File: src/rtl/wb_scoreboard.sv
// End-of-test checker: shadows the core's register writeback port, bounds the run by
// halt or a cycle budget, then scans programmed expected values into a sticky verdict.
module wb_scoreboard #(
  parameter int  XLEN         = 32,
  parameter int  NUM_CHECKS   = 8,
  parameter int  START_DELAY  = 5,
  parameter int  MAX_CYCLES   = 20,
  parameter bit  REQUIRE_HALT = 1'b0,
  parameter int  CW           = 32,
  localparam int IW           = (NUM_CHECKS > 1) ? $clog2(NUM_CHECKS) : 1
) (
  input  logic            clk,
  input  logic            rst_n,
  input  logic            wb_valid,
  input  logic [4:0]      wb_rd,
  input  logic [XLEN-1:0] wb_data,
  input  logic            halt,
  input  logic            cfg_we,
  input  logic [IW-1:0]   cfg_idx,
  input  logic            cfg_en,
  input  logic [4:0]      cfg_rd,
  input  logic [XLEN-1:0] cfg_val,
  output logic            done,
  output logic            pass,
  output logic            fail,
  output logic [1:0]      fail_code,
  output logic [IW-1:0]   fail_idx,
  output logic [XLEN-1:0] fail_got,
  output logic [CW-1:0]   cycle_count
);

  localparam int SW = $clog2(NUM_CHECKS + 1);
  localparam int DW = (START_DELAY > 0) ? $clog2(START_DELAY + 1) : 1;

  typedef enum logic [1:0] {WAIT, RUN, CHECK, DONE} state_t;

  // Named state signal kept visible for external checkers.
  state_t          state;
  logic [DW-1:0]   dly_cnt;
  logic [SW-1:0]   scan_idx;
  logic [XLEN-1:0] shadow   [32];
  logic            slot_en  [NUM_CHECKS];
  logic [4:0]      slot_rd  [NUM_CHECKS];
  logic [XLEN-1:0] slot_val [NUM_CHECKS];

  logic            live;
  logic [IW-1:0]   scan_slot;
  logic            scan_last;
  logic [XLEN-1:0] scan_got;
  logic            scan_miss;

  assign live      = (state == WAIT) || (state == RUN);
  assign scan_slot = scan_idx[IW-1:0];
  // One extra scan step past the last slot issues the pass verdict.
  assign scan_last = (int'(scan_idx) == NUM_CHECKS);
  assign scan_got  = shadow[slot_rd[scan_slot]];
  assign scan_miss = slot_en[scan_slot] && (scan_got != slot_val[scan_slot]);

  // wb_valid and cfg_we are one-cycle strobes with no backpressure: every strobe
  // seen while live is consumed on that edge, otherwise it is dropped.
  always_ff @(posedge clk or negedge rst_n) begin
    if (!rst_n) begin
      for (int i = 0; i < 32; i++) shadow[i] <= '0;
      for (int i = 0; i < NUM_CHECKS; i++) begin
        slot_en[i]  <= 1'b0;
        slot_rd[i]  <= '0;
        slot_val[i] <= '0;
      end
    end else if (live) begin
      if (wb_valid && (wb_rd != 5'd0)) shadow[wb_rd] <= wb_data;
      if (cfg_we && (int'(cfg_idx) < NUM_CHECKS)) begin
        slot_en[cfg_idx]  <= cfg_en;
        slot_rd[cfg_idx]  <= cfg_rd;
        slot_val[cfg_idx] <= cfg_val;
      end
    end
  end

  always_ff @(posedge clk or negedge rst_n) begin
    if (!rst_n) begin
      state       <= WAIT;
      dly_cnt     <= '0;
      scan_idx    <= '0;
      done        <= 1'b0;
      pass        <= 1'b0;
      fail        <= 1'b0;
      fail_code   <= 2'd0;
      fail_idx    <= '0;
      fail_got    <= '0;
      cycle_count <= '0;
    end else begin
      case (state)
        WAIT: begin
          if (dly_cnt == DW'(START_DELAY)) state <= RUN;
          else                             dly_cnt <= dly_cnt + DW'(1);
        end
        RUN: begin
          if (cycle_count != '1) cycle_count <= cycle_count + CW'(1);
          if (halt) begin
            state    <= CHECK;
            scan_idx <= '0;
          end else if (cycle_count == CW'(MAX_CYCLES - 1)) begin
            if (REQUIRE_HALT) begin
              state     <= DONE;
              done      <= 1'b1;
              fail      <= 1'b1;
              fail_code <= 2'd2;
            end else begin
              state    <= CHECK;
              scan_idx <= '0;
            end
          end
        end
        CHECK: begin
          if (scan_last) begin
            state <= DONE;
            done  <= 1'b1;
            pass  <= 1'b1;
          end else if (scan_miss) begin
            state     <= DONE;
            done      <= 1'b1;
            fail      <= 1'b1;
            fail_code <= 2'd1;
            fail_idx  <= scan_slot;
            fail_got  <= scan_got;
          end else begin
            scan_idx <= scan_idx + SW'(1);
          end
        end
        DONE: state <= DONE;
        default: state <= WAIT;
      endcase
    end
  end

endmodule

File: config.mk
export PLATFORM = sky130hd
export DESIGN_NAME = wb_scoreboard
export DESIGN_NICKNAME = d
export VERILOG_FILES = /design/src/rtl/wb_scoreboard.sv
export SDC_FILE = /design/constraint.sdc
export NUM_CORES = 2
export LEC_CHECK = 0
export BUFFER_PORTS_ARGS = -buffer_cell sky130_fd_sc_hd__clkbuf_2
export CAP_MARGIN = 5
export CORE_MARGIN = 3
export CORE_UTILIZATION = 40
export CTS_BUF_LIST = sky130_fd_sc_hd__clkbuf_2 sky130_fd_sc_hd__clkbuf_4 sky130_fd_sc_hd__clkbuf_8
export DETAILED_ROUTE_END_ITERATION = 12
export PLACE_DENSITY = 0.63
export SETUP_SLACK_MARGIN = 0.02
export SLEW_MARGIN = 10
export SYNTH_ARGS = -nofsm -noshare
export SYNTH_HDL_FRONTEND = slang
export SYNTH_SLANG_ARGS = --single-unit
File: constraint.sdc
create_clock -name clk -period 14.97 [get_ports clk]
set_clock_uncertainty 0.2 [all_clocks]
set_input_delay 0 -clock clk [delete_from_list [all_inputs] [get_ports clk]]
set_output_delay 0 -clock clk [all_outputs]
set_load 0.05 [all_outputs]
Word-level counts from Yosys, hierarchy flattened
Cells that the tools add are included.

word-level totals
  latch bits = 0
  word-level logic and storage cells = 148
  register bits = 1407
  memory bits (read-only) = 0
  memories kept = 0
  bits in writable memories = 0

operators by class
  $lt $le $gt $ge = 6
  equal/unequal tests = 13
  bitwise logic cells = 6
  divide/modulo/power cells = 0
  add/subtract/negate cells = 3
  multiply operators = 0
  shift-type cells = 0
  reductions and logical operators = 18
  multiplexer cells = 37

operators by type and width
  operator                                                           count
  1024-bit bitwise mux                                               1
  256-bit bitwise mux                                                1
  32-bit two-way mux                                                 6
  32-bit binary-select mux with 5-bit select                         1
  32-bit demux with 5-bit select                                     1
  32-bit binary-select mux with 3-bit select                         1
  32-bit demux with 3-bit select                                     1
  40-bit bitwise mux                                                 1
  32-bit by 1-bit adder with 32-bit output (second input constant)   1
  32-bit by 5-bit == test with 1-bit output (second input constant)  1
  32-bit != test                                                     1
  32-bit != test (second input constant)                             1
  4-bit two-way mux                                                  4
  5-bit binary-select mux with 3-bit select                          1
  5-bit demux with 3-bit select                                      1
  5-bit two-way mux                                                  3
  6-bit >= comparator (second input constant)                        2
  5-bit inverter with 6-bit output                                   2
  2-bit AND reduction                                                6
  2-bit two-way mux                                                  5
  8-bit bitwise mux                                                  1
  4-bit >= comparator (second input constant)                        2
  3-bit inverter with 4-bit output                                   2
  2-bit case mux with 4 select lines                                 1
  other kinds (24)                                                   36

Longest topological paths before layout
  word-level depth = 13
  depth in mapped cells = 20
  gate-level depth less buffers = 11

Worst setup path after synthesis
No wires, ideal clock.

  kind = register -> register
  from = register scan_idx[0]
  to = register fail_got[10]
  arrival time = 4.416 ns
  data required time = 14.645 ns
  stages on the path, launching flop included = 18
  path slack = 10.229 ns
  cell sequence = dfrtp_1 > buf_6 > mux2_1 > mux4_2 > buf_6 > buf_6 > buf_6 > buf_2 > mux2i_1 > mux2i_1 > o22ai_1 > o31a_1 > or4b_2 > nor4_4 > nand4_4 > nand4_4 > buf_12 > mux2_4

on the way
  word-level cells in the longest chain between the ends = 11
  elaborated cells between the ends (all ways) = 19
  classes of those cells = 2 x eq/ne; 12 x mux; 3 x bitwise; 2 x reduce/logical

RTL lines
  element                                                 line    source
  start, declared                                         40      logic [SW-1:0] scan_idx;
  start signal, assigned                                  127     scan_idx <= scan_idx + SW'(1);
  3-bit inverter with 4-bit output (implied by the code)  56, 57
  5-bit binary-select mux with 3-bit select               56      assign scan_got = shadow[slot_rd[scan_slot]];
  5-bit two-way mux (implied by the code) (2 in series)   56
  5-bit inverter with 6-bit output (implied by the code)  56
  32-bit binary-select mux with 5-bit select              56
  32-bit two-way mux (implied by the code) (2 in series)  56
  32-bit != test                                          57      assign scan_miss = slot_en[scan_slot] && (scan_got != slot_val[scan_slot]);
  1-bit logical AND                                       57
  3-bit AND reduction (no source line)                    --
  end signal, assigned                                    125     fail_got <= scan_got;
  end, declared                                           28      output logic [XLEN-1:0] fail_got,

Several ways; a longest one is shown, not always the timed one. The select of a mux whose other input is x is not followed.
A chain may end at the register's enable or synchronous reset.

Worst setup path after layout
  from = register scan_idx[1]
  to = register fail_got[4]

Same word-level chain as after synthesis.

==> results_dict.tcl <==
set metrics [dict create \
    setup_tns_ns 0 \
    cp-end-kind "flip-flop" \
    gp_congestion 0.763 \
    ctsHoldBuffers 132 \
    rsz0062_at_grt "no" \
    hp-class "in2reg" \
    fin_crit_sh 0.530 \
    vias 39700 \
    ys_seq_area_frac 0.540 \
    synth_edf_count 0 \
    p_leak_uw 0.0355 \
    chipWidth_um 410 \
    cp.required_ns 15.58 \
    grt_pass1_vias 41400 \
    initial_core_util 0.404 \
    grt_pass1_wl_um 273000 \
    drt-wirelength-per-cell_um 25.7 \
    die_area_um2 168000 \
    ir_worst_vdd_mv 0.102 \
    syn_inst 4506 \
    power_density_nw_per_um2 135 \
    post-dp-hpwl_um 102000 \
    area_growth_pct 13.6 \
    preCtsSetupSlack_ns 7.16 \
    cts_setup_buffers 0 \
    path_class "reg2reg" \
    status "finished, final reports clean" \
    fin_ws_ns 7.03 \
    portBuffers 153 \
    cts_tree "built" \
    fillers 14400 \
    yosys.area.top_type "dfrtp_1" \
    synthTopCellsByArea "dfrtp_1 (54%), mux2_2 (26%), mux2i_1 (6.4%)" \
    clockRootBuffer "clkbuf_8" \
    arrival_ns 8.55 \
    h-tree-depth 4 \
    cts-buffers-inserted 229 \
    drt_wl_total_um 181000 \
    synth_nets 4594 \
    insertion_delay_ns 0.95 \
    clockBufferDepth 3 \
    finalSetupViolCount 0 \
    relSlewSlack 0.115 \
    dp_cells 6497 \
    syn_avg_cell_area_um2 14.5 \
    fp.dieH_um 410 \
    core_area_um2 161000 \
    tightest_slew_ns 1.29 \
    overflow 0 \
    final_cells 7052 \
    multi_input_area_um2 28400 \
    drcViolationCount 0 \
    ys_seq_elements 1407 \
    max_freq_mhz 126 \
    cts.sinks 1407 \
    drt_iter0_drc 2853 \
    yosysWarnings 0 \
    yosysMostFrequentCell "mux2_2" \
    synth_ff_type "dfrtp_1" \
    clk_pin_slew_ns 0.06 \
    seq_area_um2 35200 \
    period_minus_slack_ns 7.94 \
    synth_top_area_frac 0.540 \
    cp-start-kind "flip-flop" \
    pin_count 155 \
    drv_slew 0 \
    finalHoldViolCount 0 \
    vias_per_cell 5.63 \
    ctsResizeCount 0 \
    drtAntennaViolNets 0 \
    maxCapViolCount 0 \
    path_max_fanout 54 \
    placementRows 147 \
    grt_start_max_net_pins 174 \
    syn_area_um2 65200 \
    synth.distinct_cells 65 \
    grt_usage 0.215 \
    first_pass_iters 7 \
    async_reset_ff_frac 1.00 \
    nNetsFinal 4788 \
    post_route_cells_drive_above_1_share 0.479 \
    antenna_found_initial 15 \
    synth_common_cells "mux2_2 (1,486), dfrtp_1 (1,407), mux2i_1 (418)" \
]
-- routing by layer --
layer / track usage / part of all wire / routed length [um]
met4: 0.0629 / 0.025 / 4570
met3: 0.0401 / 0.055 / 9930
met1: 0.308 / 0.47 / 84400
met5: 0 / 0.00031 / 56
met2: 0.332 / 0.45 / 81900
-- critical path: stages (launching register included) --
cell,delay (ns)
dfrtp_4,0.94
mux2_2,0.32
mux4_4,0.87
buf_4,0.75
buf_4,0.72
mux2i_1,0.20
mux2i_1,0.17
o22ai_1,0.13
o31a_1,0.33
or4b_2,0.71
nor4_4,0.59
nand4_4,0.31
nand4_4,0.18
buf_4,0.76
mux2_2,0.41
-- final timing paths --
kind | start | to | slack, ns | cells after the start
max reg2reg | scan_idx[1] | fail_got[4] | 7.03 | 14
max in group asynchronous | rst_n | slot_val[114] | 11.36 | 7
max | scan_idx[1] | fail_got[4] | 7.03 | 14
min | wb_data[10] | shadow[266] | 0.13 | 3
min in group asynchronous | rst_n | shadow[409] | 0.15 | 4
min reg2reg | shadow[1022] | shadow[1022] | 0.17 | 0
-- registers in the layout, summed over array words and instances, names as in the netlist, 2 cells and up --
register     flops
scan_idx         4
state            2
cycle_count     32
fail_idx         3
slot_val       256
shadow        1024
fail_got        32
slot_rd         40
slot_en          8
dly_cnt          3
-- cells by family (layout without fill, tap and decap cells) --
logic type,Yosys count,after routing,share of synthesized area
xor+xnor,32,32,0.00430
simple gates,337,337,0.0281
buf+inv,413,788,0.0283
other cells,1,12,0.0000575
fa+ha+maj,5,5,0.000959
mux,2059,2059,0.369
flops,1407,1407,0.540
compound gates,252,252,0.0298
-- report_power, final --
part           total [uW]  leakage, uW  internal, uW  switching, uW
Sequential           4090       0.0194          3960            128
Combinational        2360       0.0134           860           1500
Clock                3570      0.00266          2010           1560
-- cell usage in the layout (no fill, tap or decap), drive strengths merged, types with 6 or more instances in the layout --
| cell type | count |
|---|---|
| nand2 | 116 |
| nand3 | 24 |
| o22a | 28 |
| a22oi | 14 |
| a222oi | 29 |
| nor3b | 11 |
| nor2 | 37 |
| a22o | 18 |
| a221oi | 36 |
| and3 | 18 |
| nand4 | 31 |
| o31ai | 11 |
| nor4 | 22 |
| or4b | 7 |
| nand3b | 6 |
| mux2 | 1527 |
| xnor2 | 23 |
| mux2i | 418 |
| inv | 16 |
| clkinv | 22 |
| o22ai | 37 |
| o31a | 10 |
| dfrtp | 1407 |
| diode | 11 |
| buf | 83 |
| dlygate4sd3 | 131 |
| or4 | 10 |
| nor3 | 21 |
| a21oi | 33 |
| mux4 | 114 |
| xor2 | 9 |
| nand4b | 10 |
| a31oi | 18 |
| clkbuf | 531 |
-- final cells by class --
class,instances,area share
inverters,10,0.000506
multi-input cells,2686,0.383
clock inverters,33,0.00365
repair buffers,366,0.0375
flip-flops and latches,1407,0.475
diodes,11,0.000371
clock buffers,379,0.0631
well taps,2160,0.0365
-- through the flow --
step	utilization	hold slack (ns)	cell area, um^2	total power [uW]
2_1_floorplan	-	-0.496	65200	5640
3_3_place_gp	0.420	-0.0933	67800	6470
3_5_place_dp	0.420	-0.0883	67800	6490
4_1_cts	0.459	0.0413	74100	10100
5_1_grt	0.460	0.149	74100	10400
6_report	0.460	0.134	74100	10000
Note: power is estimated with default switching activity, not from simulation.
